$ cat src/rtl/apb2axi_apb_completer.sv
// APB completer: turns one-hot-selected APB transfers into a valid/ready core request and returns the core response.
// Optional response timeout is built when APB2AXI_COMPLETER_TIMEOUT_EN is defined.
module apb2axi_apb_completer #(
  parameter  int ADDR_WIDTH  = 32,
  parameter  int DATA_WIDTH  = 32,
  parameter  int NUM_SEL     = 2,
  parameter  int TIMEOUT_CYC = 16,
  localparam int SEL_W       = (NUM_SEL > 1) ? $clog2(NUM_SEL) : 1
) (
  input  logic                  PCLK,
  input  logic                  PRESET,
  input  logic [ADDR_WIDTH-1:0] PADDR,
  input  logic [NUM_SEL-1:0]    PSEL,
  input  logic                  PENABLE,
  input  logic                  PWRITE,
  input  logic [DATA_WIDTH-1:0] PWDATA,
  output logic [DATA_WIDTH-1:0] PRDATA,
  output logic                  PREADY,
  output logic                  PSLVERR,
  output logic                  req_valid,
  input  logic                  req_ready,
  output logic [SEL_W-1:0]      req_sel,
  output logic [ADDR_WIDTH-1:0] req_addr,
  output logic                  req_write,
  output logic [DATA_WIDTH-1:0] req_wdata,
  input  logic                  rsp_valid,
  output logic                  rsp_ready,
  input  logic [DATA_WIDTH-1:0] rsp_rdata,
  input  logic                  rsp_err,
  output logic                  stale_rsp
);

  typedef enum logic [1:0] {IDLE, REQ, WAIT_RSP, RESP} state_t;

  state_t                  state_q, state_d;
  logic [DATA_WIDTH-1:0]   prdata_d, req_wdata_d;
  logic [ADDR_WIDTH-1:0]   req_addr_d;
  logic [SEL_W-1:0]        req_sel_d, sel_idx;
  logic                    pready_d, pslverr_d, req_valid_d, req_write_d;
  logic                    rsp_ready_d, stale_d;
  logic [4:0]              sel_cnt;
  logic                    setup;

`ifdef APB2AXI_COMPLETER_TIMEOUT_EN
  localparam int CNT_W = $clog2(TIMEOUT_CYC) + 1;
  logic [CNT_W-1:0] cnt_q, cnt_d;
`endif

  always_comb begin
    sel_cnt = '0;
    sel_idx = '0;
    for (int i = 0; i < NUM_SEL; i++) begin
      if (PSEL[i]) begin
        sel_cnt = sel_cnt + 5'd1;
        sel_idx = SEL_W'(i);
      end
    end
  end

  assign setup = (|PSEL) && !PENABLE;

  always_comb begin
    state_d     = state_q;
    prdata_d    = '0;
    pready_d    = 1'b0;
    pslverr_d   = 1'b0;
    req_valid_d = req_valid;
    req_sel_d   = req_sel;
    req_addr_d  = req_addr;
    req_write_d = req_write;
    req_wdata_d = req_wdata;
    // any response accepted outside WAIT_RSP belongs to no live transfer
    stale_d     = rsp_valid && rsp_ready && (state_q != WAIT_RSP);
`ifdef APB2AXI_COMPLETER_TIMEOUT_EN
    cnt_d       = cnt_q;
`endif
    case (state_q)
      IDLE: begin
        if (setup) begin
          if (sel_cnt == 5'd1) begin
            req_valid_d = 1'b1;
            req_sel_d   = sel_idx;
            req_addr_d  = PADDR;
            req_write_d = PWRITE;
            req_wdata_d = PWDATA;
            state_d     = REQ;
          end else begin
            pready_d  = 1'b1;
            pslverr_d = 1'b1;
            state_d   = RESP;
          end
        end
      end
      REQ: begin
        if (req_valid && req_ready) begin
          req_valid_d = 1'b0;
`ifdef APB2AXI_COMPLETER_TIMEOUT_EN
          cnt_d       = '0;
`endif
          state_d     = WAIT_RSP;
        end
      end
      WAIT_RSP: begin
        if (rsp_valid) begin
          pready_d  = 1'b1;
          pslverr_d = rsp_err;
          prdata_d  = req_write ? '0 : rsp_rdata;
          state_d   = RESP;
        end else begin
`ifdef APB2AXI_COMPLETER_TIMEOUT_EN
          if (cnt_q == CNT_W'(TIMEOUT_CYC - 1)) begin
            pready_d  = 1'b1;
            pslverr_d = 1'b1;
            state_d   = RESP;
          end else begin
            cnt_d = cnt_q + 1'b1;
          end
`endif
        end
      end
      RESP: state_d = IDLE;
      default: state_d = IDLE;
    endcase
    rsp_ready_d = (state_d != REQ);
  end

  always_ff @(posedge PCLK or posedge PRESET) begin
    if (PRESET) begin
      state_q   <= IDLE;
      PRDATA    <= '0;
      PREADY    <= 1'b0;
      PSLVERR   <= 1'b0;
      req_valid <= 1'b0;
      req_sel   <= '0;
      req_addr  <= '0;
      req_write <= 1'b0;
      req_wdata <= '0;
      rsp_ready <= 1'b0;
      stale_rsp <= 1'b0;
    end else begin
      state_q   <= state_d;
      PRDATA    <= prdata_d;
      PREADY    <= pready_d;
      PSLVERR   <= pslverr_d;
      req_valid <= req_valid_d;
      req_sel   <= req_sel_d;
      req_addr  <= req_addr_d;
      req_write <= req_write_d;
      req_wdata <= req_wdata_d;
      rsp_ready <= rsp_ready_d;
      stale_rsp <= stale_d;
    end
  end

`ifdef APB2AXI_COMPLETER_TIMEOUT_EN
  always_ff @(posedge PCLK or posedge PRESET) begin
    if (PRESET) cnt_q <= '0;
    else        cnt_q <= cnt_d;
  end
`endif

endmodule

$ cat config.mk
export PLATFORM = sky130hd
export DESIGN_NAME = apb2axi_apb_completer
export DESIGN_NICKNAME = d
export VERILOG_FILES = /design/src/rtl/apb2axi_apb_completer.sv
export SDC_FILE = /design/constraint.sdc
export NUM_CORES = 1
export LEC_CHECK = 0
export CORE_MARGIN = 10
export CORE_UTILIZATION = 40
export CTS_CLUSTER_DIAMETER = 200
export DETAILED_ROUTE_END_ITERATION = 12
export DONT_BUFFER_PORTS = 1
export PLACE_DENSITY = 0.59
export RECOVER_POWER = 25
export SLEW_MARGIN = 20
export SYNTH_ARGS = -nofsm -noshare
export SYNTH_HDL_FRONTEND = slang
export SYNTH_SLANG_ARGS = --single-unit
export TNS_END_PERCENT = 1
$ cat constraint.sdc
create_clock -name PCLK -period 9 [get_ports PCLK]
set_clock_uncertainty 0.05 [all_clocks]
set_input_delay 0.9 -clock PCLK [delete_from_list [all_inputs] [get_ports PCLK]]
set_output_delay 0.9 -clock PCLK [all_outputs]
set_load 0.01 [all_outputs]
==> flow_summary.yaml <==
min_path:
  hp-class: "in -> async"
finish:
  drive_gt1_share_pct: 34.0
  fillerInstances: 883
  fin_nets: 351
  fin_util_pct: 43.7
  area_growth_pct: 7.47
  stdcell_count: 384
  postLayoutCellArea_um2: 4210
floorplanning:
  start_util_pct: 40.7
  rows: 36
  fp.dieW_um: 119
  dieArea_um2: 14200
  core_um2: 9640
  ioPinCount: 208
  dieHeight_um: 119
synth:
  ys_warn_count: 0
  syn_area_per_cell_um2: 16.1
  ys_types: 20
  netlist_area_um2: 3920
  synthCells: 243
  synth.yosys.seq_area_share_pct: 67.0
  syn-num-nets: 349
  synth-seq-cells: 105
sta:
  hold_viol_final: 0
  finalSetupViolCount: 0
  finalCriticalPeriod_ns: 2.41
  slew_headroom_pct: 34.8
  rsz0062_at_grt: "false"
  worst_pin_slew_ns: 0.979
  finalCritPeriodShare_pct: 26.8
  fmax_mhz: 415
  hold-worst-slack_ns: 0.419
  slew_viol_final: 0
  setup_tns_ns: 0
worst_setup_path:
  worstPathRequired_ns: 9.19
  cpPeakStageDelay_ns: 0.47
  arrival_ns: 2.60
  cp_cell_sequence: "inv_1, ha_1, nor2_1, nand3_4, buf_12, mux2_4"
  crit_path_top_delay_cell: "nand3_4"
  path_class: "in -> reg"
  path_buf_inv: 2
  worstSetupEndpointType: "flop"
  critPathLaunchType: "input pin"
  crit_fanout: 39
  path_delay_family: "simple AND/OR/NAND/NOR gates"
global_routing:
  grt_pass1_vias: 2171
  grt_pass1_wl_um: 13500
  grt_max_degree: 92
  overflow: 0
  track_usage_pct: 12.1
  antenna_found_initial: 1
placement:
  dp_hpwl_um: 6580
  dp_cells: 366
  place_congestion: 0.681
  io_buffers: 0
  place_area_um2: 4030
clock_network:
  cts_root_buffer: "clkbuf_8"
  cts_setup_buffers: 0
  cts_resized: 0
  clk_latency_ns: 0.35
  numCtsBuffers: 9
  cts_num_sinks: 105
  cts_tree: "built"
  clockBufferDepth: 2
  htreeDepth: 3
  clkTransAtPathRegs_ns: 0.10
  postCtsHoldBufs: 0
flow_run:
  drv_cap: 0
routing:
  drtIter0Drc: 105
  dr_total_vias: 1917
  vias_per_cell: 4.99
  wl_per_cell_um: 22.7
  wl_um: 8740
  drtPass1Iterations: 4
  drcViolationCount: 0
  ant_nets: 0
pwr:
  p_leak_uw: 0.00200
  power.density_nw_per_um2: 326
  ir_drop_mv: 0.111
outcome:
  outcome: "finished, final reports clean"
-- logic make-up (layout without fill, tap and decap cells) --
| kind of cell | after synthesis | in the layout | share of synthesized area, % |
|---|---|---|---|
| and+or+nand+nor | 45 | 45 | 6.92 |
| other | 0 | 1 | 0 |
| adders and majority gates | 1 | 1 | 0.319 |
| AOI/OAI and AO/OA | 10 | 10 | 1.40 |
| DFF | 105 | 105 | 67.0 |
| buffers and inverters | 16 | 23 | 2.62 |
| muxes | 66 | 66 | 21.7 |
-- final timing paths --
check,startpoint,endpoint,slack (ns),cells past startpoint
max,PSEL[0],req_wdata[26],6.59,6
min,PRESET,req_wdata[8],0.42,1
max reg2reg,state_q[1],req_wdata[26],7.00,4
min reg2reg,rsp_ready,stale_rsp,0.54,2
max in group asynchronous,PRESET,PRDATA[3],7.33,2
min in group PCLK,rsp_ready,stale_rsp,0.54,2
-- worst register-to-register path, cell delays in order, from the launching register on --
cell	delay, ns
dfrtp_1	0.49
nor2_2	0.19
nand3_4	0.43
buf_12	0.38
mux2_4	0.35
-- cell usage after synthesis (all sizes together) --
library cell / number / share of area (%)
nor2: 2 / 0.26
and2: 32 / 5.1
ha: 1 / 0.32
nand3: 4 / 0.64
inv: 4 / 0.38
nand2b: 1 / 0.16
mux2: 66 / 22
a311o: 1 / 0.26
clkbuf: 3 / 0.29
dfrtp: 105 / 67
nor3: 2 / 0.38
a21oi: 4 / 0.51
buf: 9 / 1.9
nand2: 4 / 0.38
o21ai: 5 / 0.64
-- metrics by stage --
stage	total power (uW)	worst slack (ns)
final	1370	6.59
after global routing	1460	6.50
after CTS	1400	6.29
after detailed placement	1140	5.88
after global placement	1130	5.95
after floorplan	1060	5.29
-- registers in the layout (all words and copies together) (netlist names) --
name       count
PRDATA        32
PREADY         1
PSLVERR        1
req_addr      32
req_sel        1
req_valid      1
req_wdata     32
req_write      1
rsp_ready      1
stale_rsp      1
state_q        2
-- final cells by class --
type	count	area, um2	area share (%)
repair buffers	3	35.0	0.831
diodes	1	2.50	0.0594
well taps	133	166	3.95
flip-flops and latches	105	2630	62.4
clock inverters	5	41.3	0.980
inverters	4	16.3	0.386
multi-input cells	122	1190	28.3
clock buffers	11	131	3.12
-- layout by cell type (no fill, tap or decap) --
cell type and n:
buf_6 1, clkbuf_8 9, nand2b_1 1, clkinvlp_2 1, nand2_1 4, clkbuf_1 3
mux2_2 37, buf_12 1, o21ai_0 5, nor2_1 1, nand3_4 1, a21oi_1 4
a311o_1 1, inv_1 3, and2_0 25, clkinv_4 2, clkinvlp_4 2, nand3_1 3
and2_1 7, diode_2 1, dfrtp_1 105, inv_6 1, nor3_1 2, ha_1 1
mux2_4 29, nor2_2 1
-- power by group --
group / total, uW / switching, uW / internal [uW] / leakage (uW)
Combinational: 258 / 79.7 / 178 / 0.000593
Clock: 259 / 156 / 103 / 0.0000801
Sequential: 858 / 219 / 639 / 0.00133
-- layer usage --
metal	global-route usage [%]	part of all wire, %	vias up
li1	-	-	818
met1	14.2	39	952
met2	17.6	45	140
met3	7.89	15	7
met4	4.12	1.1	0
met5	0	0	-
No activity file was read; power rests on OpenSTA's default activity.
